## src/rtl/result_tx_pkg.sv

```systemverilog
// Shared constants for the result transmit block.
// CFG_RES_TX sits next to CFG_KER_WR/CFG_KER_RD in the cfg register map.
package result_tx_pkg;
  localparam int CFG_KER_WR = 1;
  localparam int CFG_KER_RD = 2;
  localparam int CFG_RES_TX = 3;
endpackage

```

## src/rtl/result_relu.sv

```systemverilog
// Per-element ReLU clamp: negative two's-complement values become zero.
// Purely combinational; one instance per result element.
module result_relu
  import result_tx_pkg::*;
#(
  parameter int RES_WIDTH = 16
) (
  input  logic [RES_WIDTH-1:0] din,
  output logic [RES_WIDTH-1:0] dout
);
  assign dout = din[RES_WIDTH-1] ? '0 : din;
endmodule

```

## src/rtl/result_tx.sv

```systemverilog
// Result transmit: captures wide result words and serialises them, LSB slice first,
// onto a val/rdy/last stream. Optional macro RESULT_TX_RELU_EN clamps negatives at capture.
module result_tx
  import result_tx_pkg::*;
#(
  parameter int CFG_DWIDTH    = 32,
  parameter int CFG_AWIDTH    = 5,
  parameter int STR_RES_WIDTH = 64,
  parameter int GROUP_NB      = 4,
  parameter int RES_WIDTH     = 16,
  parameter int DEPTH_NB      = 16,
  parameter int CNT_WIDTH     = 16
) (
  input  logic                                   clk,
  input  logic                                   rst,
  input  logic [CFG_DWIDTH-1:0]                  cfg_data,
  input  logic [CFG_AWIDTH-1:0]                  cfg_addr,
  input  logic                                   cfg_valid,
  input  logic [GROUP_NB*RES_WIDTH*DEPTH_NB-1:0] res_bus,
  input  logic                                   res_val,
  output logic                                   res_rdy,
  output logic [STR_RES_WIDTH-1:0]               str_res,
  output logic                                   str_res_val,
  output logic                                   str_res_last,
  input  logic                                   str_res_rdy,
  output logic                                   busy
);
  localparam int RES_BUS_W = GROUP_NB*RES_WIDTH*DEPTH_NB;
  localparam int RATIO     = RES_BUS_W/STR_RES_WIDTH;
  localparam int BEAT_W    = $clog2(RATIO);
  localparam int ELEM_NB   = GROUP_NB*DEPTH_NB;

  typedef enum logic [1:0] {IDLE, LOAD, SHIFT} state_t;

  state_t               state, state_nxt;
  logic [RES_BUS_W-1:0] shift_reg, cap_bus;
  logic [BEAT_W-1:0]    beat;
  logic [CNT_WIDTH-1:0] words_left;
  logic                 arm, beat_end, last_word, unused_cfg;

  assign unused_cfg = ^cfg_data[CFG_DWIDTH-1:CNT_WIDTH];
  assign arm        = cfg_valid && (cfg_addr == CFG_AWIDTH'(CFG_RES_TX))
                      && (cfg_data[CNT_WIDTH-1:0] != '0);
  assign beat_end   = (beat == BEAT_W'(RATIO-1));
  assign last_word  = (words_left == CNT_WIDTH'(1));

`ifdef RESULT_TX_RELU_EN
  for (genvar e = 0; e < ELEM_NB; e++) begin : g_relu
    result_relu #(.RES_WIDTH(RES_WIDTH)) u_relu (
      .din  (res_bus[e*RES_WIDTH +: RES_WIDTH]),
      .dout (cap_bus[e*RES_WIDTH +: RES_WIDTH])
    );
  end
`else
  assign cap_bus = res_bus;
`endif

  always_ff @(posedge clk) begin
    if (rst) state <= IDLE;
    else     state <= state_nxt;
  end

  always_comb begin
    state_nxt = state;
    unique case (state)
      IDLE:    if (arm) state_nxt = LOAD;
      LOAD:    if (res_val) state_nxt = SHIFT;
      SHIFT:   if (str_res_rdy && beat_end) state_nxt = last_word ? IDLE : LOAD;
      default: state_nxt = IDLE;
    endcase
  end

  // All outputs decode registered state, so str_res_rdy never reaches res_rdy.
  assign res_rdy      = (state == LOAD);
  assign str_res_val  = (state == SHIFT);
  assign str_res_last = (state == SHIFT) && beat_end && last_word;
  assign str_res      = shift_reg[STR_RES_WIDTH-1:0];
  assign busy         = (state != IDLE);

  always_ff @(posedge clk) begin
    if (rst) begin
      shift_reg  <= '0;
      beat       <= '0;
      words_left <= '0;
    end else begin
      unique case (state)
        IDLE: if (arm) words_left <= cfg_data[CNT_WIDTH-1:0];
        LOAD: if (res_val) begin
          shift_reg <= cap_bus;
          beat      <= '0;
        end
        SHIFT: if (str_res_rdy) begin
          // Full drain shifts the register back to zero, so str_res idles at 0.
          shift_reg <= shift_reg >> STR_RES_WIDTH;
          beat      <= beat + 1'b1;
          if (beat_end) words_left <= words_left - 1'b1;
        end
        default: ;
      endcase
    end
  end
endmodule

```

## config.mk

```make
export PLATFORM = sky130hd
export DESIGN_NAME = result_tx
export DESIGN_NICKNAME = d
export VERILOG_FILES = /design/src/rtl/result_tx_pkg.sv /design/src/rtl/result_relu.sv /design/src/rtl/result_tx.sv
export SDC_FILE = /design/constraint.sdc
export NUM_CORES = 2
export LEC_CHECK = 0
export ABC_AREA = 1
export BUFFER_PORTS_ARGS = -buffer_cell sky130_fd_sc_hd__buf_4
export CORE_AREA = 2 2 435 437
export DETAILED_ROUTE_END_ITERATION = 12
export DIE_AREA = 0 0 437 439
export MAX_ROUTING_LAYER = met4
export PLACE_DENSITY = 0.48
export SLEW_MARGIN = 40
export SYNTH_ARGS = -nofsm -noshare
export SYNTH_HDL_FRONTEND = slang
export SYNTH_SLANG_ARGS = --single-unit
```

## constraint.sdc

```tcl
create_clock -name clk -period 4.4 [get_ports clk]
set_input_delay 0.22 -clock clk [delete_from_list [all_inputs] [get_ports clk]]
set_output_delay 0.22 -clock clk [all_outputs]
set_load 0.05 [all_outputs]
```

==> flow_metrics.py <==
metrics = {
    "global_routing": {
        "use_met1_pct": 25.3,
        "antenna_found_initial": 96,
        "grt_pass1_wl_mm": 297,
        "grt_max_degree": 187,
        "grt_util_all_layers_pct": 20.6,
        "grt_use_met3_pct": 3.56,
        "globalRoute.busiestLayer": "met2",
        "grt_use_met2_pct": 32.9,
        "first_global_vias": 47500,
        "grt-ovfl-total": 0,
    },
    "die": {
        "die_area_mm2": 0.192,
        "chipHeight_um": 439,
        "core.rowCount": 159,
        "die-width_um": 437,
        "ios": 1134,
        "fp.coreArea_mm2": 0.187,
        "start_util_pct": 23.4,
    },
    "clock_tree": {
        "htree_levels": 4,
        "cts_resized": 0,
        "cts_tree": "yes",
        "clock-sinks": 1046,
        "clk_latency_ns": 0.80,
        "cts_buffer_depth": 3,
        "ctsRootBufferMaster": "clkbuf_16",
        "cts_inserted_buffers": 130,
        "path_clk_slew_ns": 0.06,
    },
    "pwr": {
        "p_int_mw": 17.7,
        "sw_frac_of_total_pct": 25.9,
        "seqPwrFrac_pct": 41.8,
        "power.switching_mw": 6.20,
        "p_leak_nw": 28.3,
        "ir_drop_mv": 0.244,
        "design_power_total_mw": 23.9,
        "p_per_area_mw_per_mm2": 348,
        "power_frac_clock_pct": 45.2,
        "power_frac_comb_pct": 12.9,
    },
    "critical_path": {
        "critPathKind": "flop to flop",
        "cp-startpoint": "state[0]$_SDFFE_PP0P_",
        "required_ns": 5.13,
        "r2r_slack_ns": 0.87,
        "cp_data_arrival_time_ns": 4.26,
        "rr_worst_depth": 11,
        "cp-start-kind": "flop",
        "crit_end": "shift_reg[988]$_SDFFE_PP0P_",
        "endpoint_kind": "flop",
        "crit_fanout": 66,
        "r2r_end": "shift_reg[988]$_SDFFE_PP0P_",
        "r2r-start": "state[0]$_SDFFE_PP0P_",
    },
    "yosys": {
        "synthCells": 5971,
        "synth_seq_area_share_pct": 47.8,
        "postSynth.asyncResetShare_pct": 0,
        "synth_commonest_cells": "2089 x nand2_1, 1046 x dfxtp_1, 960 x a31oi_1, 571 x o21ai_0, 400 x o21ai_1",
        "syn_area_mm2": 0.0438,
        "synthFlopType": "dfxtp_1",
        "syn_avg_cell_area_um2": 7.34,
        "netlist_top_cells_area": "dfxtp_1 48%, nand2_1 18%, a31oi_1 14%",
        "synth_nets": 7040,
        "yosysTopAreaCellShare_pct": 47.8,
        "synth.largest_area_cell": "dfxtp_1",
        "yosys_register_bits": 1046,
        "yosysUniqueCellTypes": 26,
        "synth_edf_count": 0,
        "yosysMostFrequentCell": "nand2_1",
        "ys_warn_count": 0,
    },
    "timing": {
        "drv_slew": 0,
        "worstMarginPinSlew_ns": 0.836,
        "fin_crit_sh_pct": 80.2,
        "finalHoldViolCount": 0,
        "grt_setup_unrepaired": "no",
        "relSlewSlack_pct": 44.3,
        "holdWs_ns": 0.258,
        "skew_ns": 0.0276,
        "min_period_ns": 3.53,
        "fmax_mhz": 283,
        "final.setup.worst_slack_ns": 0.872,
        "finalSetupTns_ns": 0,
        "setup_viol": 0,
    },
    "route": {
        "drt-initial-drc-count": 3731,
        "drt-total-wl_mm": 202,
        "vias": 48900,
        "post_drt_wl_per_cell_um": 19.4,
        "routed_via_density": 4.68,
        "drc": 0,
        "ant_nets": 0,
        "dr.pass1.iters": 5,
    },
    "placement": {
        "dpl_worst_slack_ns": 1.11,
        "gp_congestion": 0.890,
        "port_buffers": 1117,
        "hpwl_mm": 138,
        "dpl_cell_area_mm2": 0.0534,
    },
    "final_layout": {
        "final_area_mm2": 0.0687,
        "syn2layout_area_growth_pct": 56.8,
        "largest_reg_flops": 1024,
        "nets": 8811,
        "drive_gt1_share_pct": 18.0,
    },
    "flow_run": {
        "cap_violations": 0,
    },
    "min_path": {
        "hp-class": "primary input to flop",
    },
    "status": {
        "status": "finished, final reports clean",
    },
}
[worst min path at each step]
stage	startpoint	endpoint	slack [ns]	cells past startpoint
after floorplan	res_bus[100]	shift_reg[100]$_SDFFE_PP0P_	0.38	2
after global placement	shift_reg[1010]$_SDFFE_PP0P_	shift_reg[1010]$_SDFFE_PP0P_	0.45	2
after detailed placement	shift_reg[1008]$_SDFFE_PP0P_	shift_reg[1008]$_SDFFE_PP0P_	0.45	2
after CTS	res_bus[562]	shift_reg[562]$_SDFFE_PP0P_	0.18	4
after global routing	res_bus[638]	shift_reg[638]$_SDFFE_PP0P_	0.22	4
final	res_bus[626]	shift_reg[626]$_SDFFE_PP0P_	0.26	4
[cell usage in the layout, fill, tap and decap left out, types with 3 or more instances in the layout]
| cell | synthesis | layout |
|---|---|---|
| inv_16 | 0 | 5 |
| inv_1 | 27 | 26 |
| nor3_1 | 4 | 4 |
| inv_6 | 0 | 5 |
| dlygate4sd3_1 | 0 | 1072 |
| buf_4 | 65 | 1172 |
| bufinv_16 | 0 | 4 |
| clkbuf_1 | 367 | 30 |
| o21ai_1 | 400 | 400 |
| a31oi_1 | 960 | 960 |
| nand3_1 | 82 | 82 |
| nand2_1 | 2089 | 2089 |
| clkinv_8 | 0 | 3 |
| o21ai_0 | 571 | 571 |
| dfxtp_1 | 1046 | 1046 |
| clkbuf_8 | 0 | 27 |
| ha_1 | 3 | 3 |
| nor2_1 | 67 | 67 |
| clkinv_4 | 0 | 3 |
| diode_2 | 0 | 94 |
| a21oi_1 | 75 | 75 |
| clkinv_2 | 0 | 24 |
| clkbuf_16 | 0 | 131 |
| nand4_1 | 3 | 3 |
| buf_12 | 0 | 23 |
[critical path, stage by stage (launching register included)]
cell	delay [ns]
dfxtp_1	0.36
inv_2	0.12
nand2_8	0.36
inv_8	0.25
nand2_2	0.21
nand2_8	0.29
buf_4	0.33
inv_2	0.06
buf_6	0.49
nand2_1	0.15
a21oi_1	0.18
dlygate4sd3_1	0.56
[cells by family after synthesis]
group / synth area share, %
DFF: 47.8
and+or+nand+nor: 19.6
buffers and inverters: 6.83
xor gates and xnor gates: 0.0400
AOI/OAI and AO/OA: 25.7
adders and majority gates: 0.0857
muxes: 0.0228
[power by group through the flow]
stage          combinational (mW)  sequential (mW)  clock [mW]
3_3_place_gp                 2.24             10.2           0
6_report                     3.09             10.0        10.8
2_1_floorplan                1.14             10.1           0
4_1_cts                      3.09             10.0        11.1
3_5_place_dp                 2.25             10.2           0
5_1_grt                      3.36             10.0        11.5
[through the flow]
stage	util [%]	instances
after floorplan	-	5971
after global placement	28.5	9030
after detailed placement	28.6	9031
after CTS	36.6	10300
after global routing	36.7	10400
final	36.7	10400
[cell type report]
class / count / area, um2
fillers: 19700 / 118000
well taps: 2495 / 3120
diodes: 94 / 235
inverters: 30 / 133
multi-input cells: 4263 / 19900
repair buffers: 2271 / 20100
clock inverters: 47 / 518
flip-flops and latches: 1046 / 20900
clock buffers: 188 / 3760
[metal layers]
metal	up-vias	part of all wire, %
li1	24300	-
met1	22600	43
met2	1587	47
met3	374	5.4
met4	0	4.5
met5	-	0
[timing repair]
| item | 4_1_cts | 5_1_grt |
|---|---|---|
| setup endpoints to repair | 0 | 0 |
| endpoints found under the hold margin | 1042 | 0 |
| buffers inserted | 0 | 0 |
| hold buffers | 1072 | 0 |
Power figures use the tool's default switching activity.
